File: config.mk
export PLATFORM = sky130hd
export DESIGN_NAME = logic_unit_arbiter
export DESIGN_NICKNAME = d
export VERILOG_FILES = /design/src/rtl/logic_ops_pkg.sv /design/src/rtl/logic_op_unit.sv /design/src/rtl/logic_unit_arbiter.sv
export SDC_FILE = /design/constraint.sdc
export NUM_CORES = 1
export LEC_CHECK = 0
export CORE_MARGIN = 2
export CORE_UTILIZATION = 23
export DETAILED_ROUTE_END_ITERATION = 6
export DONT_BUFFER_PORTS = 1
export SLEW_MARGIN = 40
export SYNTH_ARGS = -nofsm -noshare
export SYNTH_HDL_FRONTEND = slang
export SYNTH_SLANG_ARGS = --single-unit
File: constraint.sdc
create_clock -name clk -period 5.3 [get_ports clk]
set_input_delay 0 -clock clk [delete_from_list [all_inputs] [get_ports clk]]
set_output_delay 0 -clock clk [all_outputs]
set_load 0.02 [all_outputs]
File: src/rtl/logic_ops_pkg.sv
// Opcode and FSM encodings shared by the logic unit arbiter and the gate datapath.
package logic_ops_pkg;
  localparam int OP_W = 3;

  localparam logic [OP_W-1:0] OP_AND  = 3'd0;
  localparam logic [OP_W-1:0] OP_OR   = 3'd1;
  localparam logic [OP_W-1:0] OP_NOT  = 3'd2;
  localparam logic [OP_W-1:0] OP_NAND = 3'd3;
  localparam logic [OP_W-1:0] OP_NOR  = 3'd4;
  localparam logic [OP_W-1:0] OP_XOR  = 3'd5;
  localparam logic [OP_W-1:0] OP_XNOR = 3'd6;
  localparam logic [OP_W-1:0] OP_RSVD = 3'd7;

  typedef enum logic [1:0] {
    IDLE = 2'd0,
    EXEC = 2'd1,
    RESP = 2'd2
  } state_t;
endpackage

File: src/rtl/logic_op_unit.sv
// Combinational bitwise logic unit; the reserved opcode yields zero data and err=1.
module logic_op_unit
  import logic_ops_pkg::*;
#(
  parameter int WIDTH = 8
) (
  input  logic [WIDTH-1:0] a,
  input  logic [WIDTH-1:0] b,
  input  logic [OP_W-1:0]  op,
  output logic [WIDTH-1:0] data,
  output logic             err
);
  always_comb begin
    data = '0;
    err  = 1'b0;
    case (op)
      OP_AND:  data = a & b;
      OP_OR:   data = a | b;
      OP_NOT:  data = ~a;
      OP_NAND: data = ~(a & b);
      OP_NOR:  data = ~(a | b);
      OP_XOR:  data = a ^ b;
      OP_XNOR: data = ~(a ^ b);
      default: err  = 1'b1;
    endcase
  end
endmodule

File: src/rtl/logic_unit_arbiter.sv
// Round-robin shares one registered logic unit among NUM_REQ requesters;
// IDLE grants and latches, EXEC registers the result, RESP holds it until taken.
module logic_unit_arbiter
  import logic_ops_pkg::*;
#(
  parameter int NUM_REQ = 4,
  parameter int WIDTH   = 8,
  parameter int ID_W    = 2
) (
  input  logic                     clk,
  input  logic                     rst,
  input  logic [NUM_REQ-1:0]       req_valid,
  output logic [NUM_REQ-1:0]       req_ready,
  input  logic [NUM_REQ*WIDTH-1:0] req_a,
  input  logic [NUM_REQ*WIDTH-1:0] req_b,
  input  logic [NUM_REQ*OP_W-1:0]  req_op,
  output logic                     rsp_valid,
  input  logic                     rsp_ready,
  output logic [ID_W-1:0]          rsp_id,
  output logic [WIDTH-1:0]         rsp_data,
  output logic                     rsp_err,
  output logic                     busy
);
  state_t state;
  logic [ID_W-1:0]  rr_ptr;
  logic [ID_W-1:0]  grant;
  logic             req_any;
  logic [ID_W-1:0]  cand;
  logic [WIDTH-1:0] op_a, op_b;
  logic [OP_W-1:0]  op_code;
  logic [ID_W-1:0]  op_id;
  logic [WIDTH-1:0] alu_data;
  logic             alu_err;

  logic [NUM_REQ-1:0][WIDTH-1:0] a_lane, b_lane;
  logic [NUM_REQ-1:0][OP_W-1:0]  op_lane;
  logic [NUM_REQ-1:0]            grant_oh;

  assign a_lane  = req_a;
  assign b_lane  = req_b;
  assign op_lane = req_op;

  // First valid requester at or above rr_ptr, wrapping.
  always_comb begin
    grant   = '0;
    req_any = 1'b0;
    cand    = '0;
    for (int k = 0; k < NUM_REQ; k++) begin
      cand = ID_W'((int'(rr_ptr) + k) % NUM_REQ);
      if (!req_any && req_valid[cand]) begin
        req_any = 1'b1;
        grant   = cand;
      end
    end
  end

  assign grant_oh  = {{(NUM_REQ-1){1'b0}}, 1'b1} << grant;
  assign req_ready = (state == IDLE && req_any && !rst) ? grant_oh : '0;
  assign busy      = (state != IDLE);

  logic_op_unit #(.WIDTH(WIDTH)) u_op (
    .a    (op_a),
    .b    (op_b),
    .op   (op_code),
    .data (alu_data),
    .err  (alu_err)
  );

  always_ff @(posedge clk or posedge rst) begin
    if (rst) begin
      state     <= IDLE;
      rr_ptr    <= '0;
      op_a      <= '0;
      op_b      <= '0;
      op_code   <= '0;
      op_id     <= '0;
      rsp_valid <= 1'b0;
      rsp_id    <= '0;
      rsp_data  <= '0;
      rsp_err   <= 1'b0;
    end else begin
      case (state)
        IDLE: if (req_any) begin
          op_a    <= a_lane[grant];
          op_b    <= b_lane[grant];
          op_code <= op_lane[grant];
          op_id   <= grant;
          rr_ptr  <= (grant == ID_W'(NUM_REQ-1)) ? '0 : grant + ID_W'(1);
          state   <= EXEC;
        end
        EXEC: begin
          rsp_data  <= alu_data;
          rsp_err   <= alu_err;
          rsp_id    <= op_id;
          rsp_valid <= 1'b1;
          state     <= RESP;
        end
        RESP: if (rsp_ready) begin
          rsp_valid <= 1'b0;
          state     <= IDLE;
        end
        default: state <= IDLE;
      endcase
    end
  end
endmodule

After elaboration in Yosys (flattened, before gate mapping)

Index checks and enable logic that the tools add are counted.

Bits in registers: 37
Output and inout bits: 17
Word-level logic and storage cells: 86

$add $sub $neg: 4
Order comparisons: 5
Equal/unequal tests: 11
Shifts and indexed selects: 1
Multiplexer cells: 31
Bitwise gates (word level): 7
Reduce and logical (&&, ||, !) cells: 17

Operators by type and width:

| operator                                                               | number |
|---|---|
| 8-bit case mux with 7 select lines                                     | 1 |
| 8-bit binary-select mux with 2-bit select                              | 2 |
| 8-bit inverter                                                         | 4 |
| 8-bit two-way mux                                                      | 2 |
| 2-bit by 3-bit < comparator with 1-bit output (second input constant)  | 5 |
| 2-bit two-way mux                                                      | 7 |
| 1-bit two-way mux                                                      | 10 |
| 3-bit equality test (second input constant)                            | 3 |
| 8-bit bitwise AND                                                      | 1 |
| 1-bit binary-select mux with 2-bit select                              | 4 |
| 8-bit bitwise OR                                                       | 1 |
| 8-bit bitwise XOR                                                      | 1 |
| 7-bit OR reduction                                                     | 1 |
| 3-bit binary-select mux with 2-bit select                              | 1 |
| 3-bit by 2-bit equality test with 1-bit output (second input constant) | 2 |
| 2-bit case mux with 3 select lines                                     | 1 |
| 2-bit AND reduction                                                    | 3 |
| 1-bit logical AND                                                      | 5 |
| 2-bit by 1-bit adder with 2-bit output (second input constant)         | 2 |
| 2-bit adder (second input constant)                                    | 2 |
| 2-bit equality test (second input constant)                            | 2 |
| 1-bit zero test                                                        | 4 |
| 4-bit two-way mux                                                      | 1 |
| 2-bit != test (second input constant)                                  | 2 |
| other kinds (8)                                                        | 9 |

Longest topological paths before layout

Gate-level depths: netlist of the first run.

Depth after elaboration: 15
Mapped depth: 9
Gate-level depth less buffers: 7

Modules after synthesis

A second synthesis of the first run with hierarchy kept.

Cells, all modules: 274
Area total of the unflattened synthesis: 2830.2 um^2

Modules (own cells, without submodules):

| module             | instances | cells each | area an instance (um^2) | seq. area each (um^2) |
|---|---|---|---|---|
| logic_unit_arbiter | 1         | 178        | 2045.7                  | 925.9 |
| logic_op_unit      | 1         | 96         | 784.5                   | 0.0 |

Least setup slack after synthesis of the first run

Ideal clock, no wire load.

Path kind: flip-flop to flip-flop
From: register state[0]
To: register op_b[5]
Setup time: 126 ps
Data arrival time: 1768 ps
Required time: 5174 ps
Setup slack: 3407 ps
Cell stages (with the launch flop): 10
Path buffers: 2
Clock period less this slack: 1893 ps
Path through: dfrtp_1 > nor2_1 > inv_1 > a21o_1 > buf_6 > clkinv_2 > buf_4 > nor2_1 > a221o_2 > a221o_1

Cells in the longest elaborated chain, start to end: 2

RTL lines:

| what                                 | RTL line                 | text |
|---|---|---|
| from (decl)                          | logic_unit_arbiter.sv:24 | `state_t state;` |
| from (signal assigned)               | logic_unit_arbiter.sv:71 | `state <= IDLE;` |
| from (signal assigned)               | logic_unit_arbiter.sv:89 | `state <= EXEC;` |
| from (signal assigned)               | logic_unit_arbiter.sv:96 | `state <= RESP;` |
| 2-bit zero test                      | logic_unit_arbiter.sv:82 | `case (state)` |
| 2-bit AND reduction (no source line) | --                       |  |
| to (signal assigned)                 | logic_unit_arbiter.sv:85 | `op_b <= b_lane[grant];` |
| to (decl)                            | logic_unit_arbiter.sv:29 | `logic [WIDTH-1:0] op_a, op_b;` |

No other way between the ends.
A chain may end at the register's enable or synchronous reset.

Worst setup path in the final report of the first run

From: register state[1]
To: register op_b[0]

Same word-level chain as after synthesis.

==> results.ini, run 1 <==
[run_status]
status = complete, no violations

[route]
drt_iter0_drc = 116
vias_per_cell = 5.21
wire_per_inst_um = 16.7
vias = 2383
drc = 0
wirelength_mm = 7.64
firstDrtPassIters = 4
drtAntennaViolNets = 0

[synthesis]
ys_async_sr_fraction_pct = 100
yosysWarnings = 0
synth_common_cells = dfrtp_1, a221o_1, inv_1, nor2_1, ha_1
synthCells = 285
yosysSeqAreaShare_pct = 34.8
synthFlopType = dfrtp_1
yosysMostFrequentCell = dfrtp_1
synth-edff-count = 0
synth-seq-cells = 37
synth_top_cell_area_share_pct = 34.8
yosys-top-cells-area = dfrtp_1, a221o_1, ha_1
synthesis.nets = 385
synth_area_per_cell_um2 = 9.35
synth_area_leader_cell = dfrtp_1
synth.distinct_cells = 48
netlist_area_um2 = 2660

[cells_and_area]
syn_to_final_growth_pct = 23.6
n_antenna_cell = 0
fin_nets = 414
layout-drive-gt1-share_pct = 7.01
stdcell_count = 457

[pwr]
p_comb_share_pct = 53.6
ir_drop_mv = 0.297
clkPwrFrac_pct = 14.0
switching_share_pct = 42.3
netSwitchingPower_mw = 0.895
internal-power_mw = 1.22
seq_power_share_pct = 32.4
power_density_nw_per_um2 = 643
p_leak_nw = 1.44

[timing]
worst_slew_pin_slew_ps = 785
fin_setup_tns_ps = 0
hold_viol = 0
finalSetupViolations = 0
drv_slew = 0
fmax_mhz = 347
skew_ps = 1.77
period_needed_ps = 2880
post-route-period-util_pct = 54.4
holdWs_ps = 25.5
maxSlewHeadroom_pct = 47.7
rsz0062_at_grt = false

[worst_setup_path]
crit_path_cell_trace = nor2_1 -> inv_1 -> a21o_1 -> clkinv_2 -> nor2_1 -> a221o_1 -> a221o_1 -> dlygate4sd3_1
crit_fanout = 18
slowest_delay_ps = 560
cp.required_ps = 5460
arrival_ps = 3050
critPathKind = reg -> reg
critPathBufInv = 3
endpoint_kind = flip-flop
cp_top_family = buffers and inverters
cp-start-kind = flip-flop
crit_slowest_cell = dlygate4sd3_1

[placed_design]
placed_cells = 408
gp_congestion = 0.889
place_hpwl_mm = 5.44
portBuffers = 0

[die]
die_h_um = 112
start_util_pct = 23.4
fp.dieW_um = 112
pin_count = 100
core-area_um2 = 11400
die_area_um2 = 12500
rows = 39

[hold_path]
min_path_type = in -> reg

[clock_network]
cts.sinks = 37
cts.path.max_buffers = 2
htree_levels = 2
clock-root-buffer = clkbuf_16
cts_hold_buf = 40
cts_tree = built
clkTransAtPathRegs_ps = 50
cts_setup_buffers = 0
clk-insertion-delay-late_ps = 280
post_cts_resized = 0
numCtsBuffers = 5

[grt]
grt_pass1_vias = 2337
grt_max_degree = 37
antenna_found_initial = 0
overflow = 0
grt_pass1_wl_mm = 12.4
grt_usage_pct = 12.4

[job]
max-cap-violations = 0

cells by family (layout without fill, tap and decap cells):
logic type                 Yosys count  count (layout)  share of synthesized area (%)
AOI/OAI and AO/OA                  106             106                           31.1
and+or+nand+nor                     69              69                           13.4
buffers and inverters               46              75                           8.83
DFF                                 37              37                           34.8
adders and majority gates           17              17                           7.98
muxes                               10              10                           3.85
tightest hold or removal path, cell delays in order:
cell and delay (ps):
a21oi_1 90, or3_1 130, nand2_1 50
final timing paths:
path,cells after the start,endpoint,slack (ps),start
max in group asynchronous,3,rr_ptr[0]$_DFFE_PP0P_,4350,rst
max,8,op_b[0]$_DFFE_PP0P_,2420,state[1]$_DFFE_PP0P_
min reg2reg,1,rsp_id[1]$_DFFE_PP0P_,520,op_id[1]$_DFFE_PP0P_
max reg2reg,8,op_b[0]$_DFFE_PP0P_,2420,state[1]$_DFFE_PP0P_
min,3,op_id[0]$_DFFE_PP0P_,30,req_valid[1]
min in group asynchronous,2,op_id[0]$_DFFE_PP0P_,210,rst
stage by stage:
stage | setup slack (ps) | power [mW] | utilization, % | instance area (µm²)
after floorplan | 3410 | 1.47 | - | 2660
after global placement | 3100 | 1.59 | 23.8 | 2710
after detailed placement | 2950 | 1.63 | 24.0 | 2720
after CTS | 2410 | 2.10 | 28.7 | 3270
after global routing | 2210 | 2.31 | 29.0 | 3290
final | 2420 | 2.12 | 29.0 | 3290
per-layer routing:
layer / wire length, µm / vias up / global-route usage, %
met1: 3500 / 1150 / 15.9
met3: 372 / 7 / 2.40
li1: - / 1139 / -
met2: 3650 / 87 / 20.6
met5: 0 / - / 0
met4: 114 / 0 / 4.69
flip-flops by register name, indices dropped and copies added (netlist names):
name	cells
op_a	8
op_b	8
op_code	3
op_id	2
rr_ptr	2
rsp_data	8
rsp_err	1
rsp_id	2
rsp_valid	1
state	2
power groups by stage:
stage / clock network (mW) / registers, mW / logic (mW)
global route: 0.318 / 0.719 / 1.28
detailed placement: 0 / 0.690 / 0.939
floorplan: 0 / 0.548 / 0.919
CTS: 0.303 / 0.688 / 1.11
finish: 0.296 / 0.686 / 1.13
global placement: 0 / 0.682 / 0.906
placed cells by master, fill, tap and decap left out, types with 3 or more instances in the layout:
master / n
a21oi_1: 12
o22ai_1: 8
a221o_1: 34
dfrtp_1: 35
nor2_1: 23
mux2i_1: 8
o21ai_0: 8
nand2b_1: 15
clkbuf_16: 5
a31oi_1: 3
nand2_1: 16
a22o_1: 7
o221ai_1: 3
dlygate4sd3_1: 40
o21ai_1: 9
ha_1: 17
inv_1: 23
o21a_1: 3
cell type report:
| cell class | instances | area, µm² |
|---|---|---|
| inverters | 25 | 95.1 |
| repair buffers | 43 | 430 |
| flip-flops and latches | 37 | 928 |
| multi-input cells | 202 | 1520 |
| clock buffers | 7 | 143 |
| fillers | 1190 | 8080 |
| well taps | 143 | 179 |
(Power assumes the default switching activity.)
==> run 2, diff against run 1 <==
clock period = 2.5 ns   (was 5.3 ns; I/O delays follow)
==> run 2 against run 1 <==
Compared with the run above:
- cell area is 12% higher
- clock-buffer cell count decreased by 1
- routed wire length grew 13%
- combinational power rose by 100%
- sequential power increased by 110%
- largest cell class unchanged
- utilization is 3.6 points higher
- cell count rose by 9.2%
==> results.ini, run 2 (same netlist as run 1, synthesis figures left out) <==
[clock_network]
clk-insertion-delay-late_ps = 290  ; was 280 ps
cts.sinks = 37  ; unchanged
cts.path.max_buffers = 2  ; unchanged
cts_tree = built  ; unchanged
numCtsBuffers = 5  ; unchanged
post_cts_resized = 0  ; unchanged
cts_setup_buffers = 0  ; unchanged
clock-root-buffer = clkbuf_16  ; unchanged
cts_hold_buf = 75  ; was 40
htree_levels = 2  ; unchanged
clkTransAtPathRegs_ps = 60  ; was 50 ps

[timing]
rsz0062_at_grt = false  ; unchanged
worst_slew_pin_slew_ps = 730  ; was 785 ps
period_needed_ps = 2150  ; was 2880 ps
fin_setup_tns_ps = 0  ; unchanged
skew_ps = 2.61  ; was 1.77 ps
post-route-period-util_pct = 86.0  ; was 54.4%
finalSetupViolations = 0  ; unchanged
drv_slew = 0  ; unchanged
hold_viol = 0  ; unchanged
maxSlewHeadroom_pct = 51.1  ; was 47.7%
holdWs_ps = 25.6  ; was 25.5 ps
fmax_mhz = 465  ; was 347 MHz

[route]
firstDrtPassIters = 4  ; unchanged
wirelength_mm = 8.67  ; was 7.64 mm
vias_per_cell = 5.21  ; about the same
wire_per_inst_um = 17.4  ; was 16.7 µm
vias = 2598  ; was 2383
drc = 0  ; unchanged
drtAntennaViolNets = 0  ; unchanged
drt_iter0_drc = 156  ; was 116

[die]
die_area_um2 = 12500  ; unchanged
core-area_um2 = 11400  ; unchanged
fp.dieW_um = 112  ; unchanged
pin_count = 100  ; unchanged
start_util_pct = 23.4  ; unchanged
rows = 39  ; unchanged
die_h_um = 112  ; unchanged

[grt]
grt_pass1_wl_mm = 13.8  ; was 12.4 mm
grt_usage_pct = 13.9  ; was 12.4%
grt_pass1_vias = 2639  ; was 2337
overflow = 0  ; unchanged
grt_max_degree = 34  ; was 37
antenna_found_initial = 0  ; unchanged

[cells_and_area]
fin_util_pct = 32.6  ; was 29.0%
final_cell_area_um2 = 3700  ; was 3290 µm²
final_common_cell = dlygate4sd3_1  ; unchanged
fill_cells = 1154  ; was 1190
n_antenna_cell = 0  ; unchanged
final_cell_mix = dlygate4sd3_1, dfrtp_1, a221o_1, nor2_1, inv_1  ; was dlygate4sd3_1, dfrtp_1, a221o_1, inv_1, nor2_1
stdcell_count = 499  ; was 457
layout-drive-gt1-share_pct = 8.15  ; was 7.01%
fin_nets = 455  ; was 414
syn_to_final_growth_pct = 39.0  ; was 23.6%
reg.largest.list = op_a x8, op_b x8, rsp_data x8  ; unchanged

[hold_path]
hp-start = req_op[5]  ; was req_valid[1]
holdPathEnd = op_code[2]$_DFFE_PP0P_  ; was op_id[0]$_DFFE_PP0P_
min_path_type = in -> reg  ; unchanged
min_delay_path_depth = 3  ; unchanged

[pwr]
power_density_nw_per_um2 = 1200  ; was 643 nW/µm²
p_leak_nw = 1.60  ; was 1.44 nW
ir_drop_mv = 0.771  ; was 0.297 mV

[worst_setup_path]
crit_fanout = 13  ; was 18
cp.required_ps = 2720  ; was 5460 ps
reg2reg_to = op_b[4]$_DFFE_PP0P_  ; was op_b[0]$_DFFE_PP0P_
cp-start-kind = flip-flop  ; unchanged
r2r_start = rr_ptr[1]$_DFFE_PP0P_  ; was state[1]$_DFFE_PP0P_
endpoint_kind = flip-flop  ; unchanged
worstRegToRegCells = 6  ; was 8
crit_slowest_cell = dfrtp_1  ; was dlygate4sd3_1
cp_top_family = simple AND/OR/NAND/NOR gates  ; was buffers and inverters
critPathKind = reg -> reg  ; unchanged
crit_path_cell_trace = inv_1 -> o32ai_1 -> or2_1 -> nor3b_4 -> buf_4 -> a221o_1  ; was nor2_1 -> inv_1 -> a21o_1 -> clkinv_2 -> nor2_1 -> a221o_1 -> a221o_1 -> dlygate4sd3_1
slowest_delay_ps = 520  ; was 560 ps
r2r_slack_ps = 350  ; was 2420 ps
critPathBufInv = 2  ; was 3
arrival_ps = 2370  ; was 3050 ps

[placed_design]
place_hpwl_mm = 5.57  ; was 5.44 mm
gp_congestion = 0.895  ; was 0.889
place_area_um2 = 2760  ; was 2720 µm²
placed_cells = 415  ; was 408
portBuffers = 0  ; unchanged

[job]
max-cap-violations = 0  ; unchanged

[run_status]
status = complete, no violations  ; unchanged

run 2: cell types whose count changed in the layout (fill, tap and decap cells not counted), moves of 2 or more:
cell,previous run,this run
nor4_1,0,2
buf_4,1,9
dlygate4sd3_1,40,75
buf_6,2,0
nor4_2,2,0
run 2: layout make-up:
| type | count | area, µm² | share of cell area (%) |
|---|---|---|---|
| inverter | 25 | 95.1 | 2.57 |
| clock inverter | 2 | 37.5 | 1.01 |
| tap | 143 | 179 | 4.83 |
| timing repair buffer | 84 | 818 | 22.1 |
| clock buffer | 6 | 139 | 3.75 |
| multi-input combinational | 202 | 1510 | 40.7 |
| sequential | 37 | 928 | 25.1 |
run 2: through the flow:
step / setup WS (ps) / total power, mW
after detailed placement: 240 / 3.53
after floorplan: 607 / 3.11
after CTS: 221 / 4.39
final: 351 / 4.43
after global placement: 290 / 3.43
after global routing: 149 / 4.81
run 2: how the worst max path moves through the flow:
| stage | to | slack, ps | startpoint | depth (start not counted) |
|---|---|---|---|---|
| after floorplan | op_b[5]$_DFFE_PP0P_ | 610 | state[0]$_DFFE_PP0P_ | 9 |
| after global placement | op_b[4]$_DFFE_PP0P_ | 290 | rr_ptr[1]$_DFFE_PP0P_ | 5 |
| after detailed placement | op_a[4]$_DFFE_PP0P_ | 240 | rr_ptr[1]$_DFFE_PP0P_ | 5 |
| after CTS | op_b[5]$_DFFE_PP0P_ | 220 | rr_ptr[1]$_DFFE_PP0P_ | 5 |
| after global routing | op_b[4]$_DFFE_PP0P_ | 150 | rr_ptr[1]$_DFFE_PP0P_ | 6 |
| final | op_b[4]$_DFFE_PP0P_ | 350 | rr_ptr[1]$_DFFE_PP0P_ | 6 |
run 2: routing by layer:
layer / vias up / routed length (µm) / track usage [%]
met5: - / 0 / 0
met4: 0 / 279 / 7.65
met3: 20 / 429 / 1.47
met2: 113 / 4310 / 23.8
met1: 1249 / 3650 / 17.0
li1: 1216 / - / -
run 2: worst min-delay path: cells and delay by family:
| family | cells | cell delay, ps |
|---|---|---|
| compound gates | 3 | 280 |
run 2: power by group:
| part | switching, mW | total (mW) | internal, mW | leakage [nW] |
|---|---|---|---|---|
| registers | 0.509 | 1.41 | 0.897 | 0.455 |
| clock network | 0.259 | 0.757 | 0.498 | 0.0831 |
| logic | 1.16 | 2.27 | 1.11 | 1.07 |
| total | 1.93 | 4.43 | 2.51 | 1.60 |
==> run 3, diff against run 2 <==
clock period = 2 ns   (was 2.5 ns; I/O delays follow)
==> run 3 against run 2 <==
Compared with the run above:
- clock-buffer cell count is 1 lower
- critical path type unchanged
- fmax is 8.1% higher
- first-iteration DRC count is 13% higher
- setup slack worse by 340 ps
- total power is 29% higher
- global-route usage hardly changed
- utilization is 1.6 points higher
- routed wire length is 7.9% higher
==> results.ini, run 3 (same netlist as run 1, synthesis figures left out) <==
[route]
drtAntennaViolNets = 0  ; unchanged
drt_iter0_drc = 177  ; was 156
wirelength_mm = 9.36  ; was 8.67 mm
vias = 2666  ; was 2598
vias_per_cell = 5.18  ; was 5.21
firstDrtPassIters = 4  ; unchanged
top_layer = met4  ; unchanged
drc = 0  ; unchanged
wl_met2_mm = 4.68  ; was 4.31 mm
met1_length_mm = 3.78  ; was 3.65 mm
wire_per_inst_um = 18.2  ; was 17.4 µm
wl_met3_um = 510  ; was 429 µm

[cells_and_area]
final_cell_mix = dlygate4sd3_1, dfrtp_1, a221o_1, inv_1, nor2_1  ; was dlygate4sd3_1, dfrtp_1, a221o_1, nor2_1, inv_1
reg.largest.list = op_a x8, op_b x8, rsp_data x8  ; unchanged
n_antenna_cell = 0  ; unchanged
stdcell_count = 515  ; was 499
final_common_cell = dlygate4sd3_1  ; unchanged
syn_to_final_growth_pct = 45.7  ; was 39.0%
layout-drive-gt1-share_pct = 13.2  ; was 8.15%
final_cell_area_um2 = 3880  ; was 3700 µm²
fin_util_pct = 34.1  ; was 32.6%
fill_cells = 1114  ; was 1154
fin_nets = 471  ; was 455

[worst_setup_path]
reg2reg_to = op_b[5]$_DFFE_PP0P_  ; was op_b[4]$_DFFE_PP0P_
cp.required_ps = 2150  ; was 2720 ps
critPathKind = reg -> reg  ; unchanged
critPathLaunch = rr_ptr[1]$_DFFE_PP0P_  ; unchanged
arrival_ps = 2140  ; was 2370 ps
endpoint_kind = flip-flop  ; unchanged
cp-start-kind = flip-flop  ; unchanged
worstRegToRegCells = 7  ; was 6
r2r_slack_ps = 10  ; was 350 ps
crit_path_end = op_b[5]$_DFFE_PP0P_  ; was op_b[4]$_DFFE_PP0P_
r2r_start = rr_ptr[1]$_DFFE_PP0P_  ; unchanged
crit_fanout = 16  ; was 13

[pwr]
seq_power_share_pct = 28.4  ; was 31.7%
power_density_nw_per_um2 = 1480  ; was 1200 nW/µm²
p_comb_share_pct = 58.2  ; was 51.3%
switching_share_pct = 44.1  ; was 43.5%
ir_drop_mv = 0.648  ; was 0.771 mV
power_mw = 5.74  ; was 4.43 mW
internal-power_mw = 3.21  ; was 2.51 mW
p_leak_nw = 1.68  ; was 1.60 nW
netSwitchingPower_mw = 2.53  ; was 1.93 mW
clkPwrFrac_pct = 13.4  ; was 17.1%

[timing]
holdWs_ps = 30.4  ; was 25.6 ps
skew_ps = 10.7  ; was 2.61 ps
hold_viol = 0  ; unchanged
fmax_mhz = 503  ; was 465 MHz
finalSetupViolations = 0  ; unchanged
maxSlewHeadroom_pct = 48.7  ; was 51.1%
period_needed_ps = 1990  ; was 2150 ps
worst_slew_pin_slew_ps = 766  ; was 730 ps
post-route-period-util_pct = 99.4  ; was 86.0%
drv_slew = 0  ; unchanged

[grt]
grt_pass1_wl_mm = 14.0  ; was 13.8 mm
grt_pass1_vias = 2731  ; was 2639
antenna_found_initial = 0  ; unchanged
grt_usage_pct = 13.9  ; about the same
grt_max_degree = 37  ; was 34
overflow = 0  ; unchanged

[placed_design]
place_hpwl_mm = 5.74  ; was 5.57 mm
portBuffers = 0  ; unchanged
place_area_um2 = 2870  ; was 2760 µm²
placed_cells = 424  ; was 415
gp_congestion = 0.817  ; was 0.895

[clock_network]
cts.sinks = 37  ; unchanged
htree_levels = 2  ; unchanged
numCtsBuffers = 5  ; unchanged
cts_tree = built  ; unchanged
clkTransAtPathRegs_ps = 60  ; about the same
clock-root-buffer = clkbuf_16  ; unchanged
clk-insertion-delay-late_ps = 280  ; was 290 ps
cts.path.max_buffers = 2  ; unchanged

[die]
die_area_um2 = 12500  ; unchanged
pin_count = 100  ; unchanged
fp.dieW_um = 112  ; unchanged
start_util_pct = 23.4  ; unchanged
rows = 39  ; unchanged
die_h_um = 112  ; unchanged
core-area_um2 = 11400  ; unchanged

[run_status]
status = complete, no violations  ; unchanged

[job]
max-cap-violations = 0  ; unchanged

[hold_path]
min_path_type = in -> reg  ; unchanged

==> run 3: cell types whose count changed in the layout (fill, tap and decap cells not counted), sizes merged <==
cell    change
bufinv      -1
buf        +15
inv         +1
o2111a      +1
clkinv      +1
clkbuf      -1
==> run 3: critical path: stages, from the launching register on <==
cell,delay [ps]
dfrtp_2,450
buf_2,170
a2bb2oi_1,140
o22ai_1,120
and3_4,190
buf_12,150
a221o_2,370
a221o_1,270
==> run 3: metrics by stage <==
step / worst slack [ps] / setup TNS (ps)
after detailed placement: -201 / -3470
final: 11.5 / 0
after global routing: -30.1 / -121
after global placement: -60.4 / -1100
after floorplan: 107 / 0
after CTS: 3.19 / 0
==> run 3: power groups by stage <==
stage / Sequential [mW] / Combinational [mW] / Clock (mW)
global route: 1.69 / 3.71 / 0.818
finish: 1.63 / 3.34 / 0.767
CTS: 1.63 / 3.14 / 0.782
detailed placement: 1.64 / 2.97 / 0
floorplan: 1.45 / 2.43 / 0
global placement: 1.64 / 2.85 / 0
==> run 3: worst min path at each step <==
stage	from	endpoint	slack, ps	cells after the start
6_report	req_op[4]	op_code[1]$_DFFE_PP0P_	30	3
5_1_grt	req_op[4]	op_code[1]$_DFFE_PP0P_	50	3
4_1_cts	req_op[5]	op_code[2]$_DFFE_PP0P_	20	3
3_5_place_dp	rst	rr_ptr[1]$_DFFE_PP0P_	-30	1
3_3_place_gp	rst	rr_ptr[1]$_DFFE_PP0P_	-40	1
2_1_floorplan	rst	req_ready[0]	90	1
==> run 3: routing by layer <==
layer / vias to the layer above / GRT usage (%)
met1: 1242 / 16.5
met5: - / 0
met3: 32 / 2.34
li1: 1251 / -
met2: 141 / 24.1
met4: 0 / 7.16
==> run 3: area by class of cell <==
class	count	area, µm²	area share [%]
timing repair buffer	99	978	25.2
sequential	37	928	23.9
inverter	25	98.8	2.55
multi-input combinational	203	1550	40.0
clock buffer	5	125	3.22
clock inverter	3	17.5	0.451
tap	143	179	4.61
==> run 3: repair_timing <==
item / CTS / global route
endpoints found under the setup margin: 22 / 22
hold buffers: 75 / 0
endpoints found under the hold margin: 34 / 0
pin swaps: 0 / 4
cloned: 0 / 1
gates resized for setup: 2 / 14
buffers inserted: 2 / 5
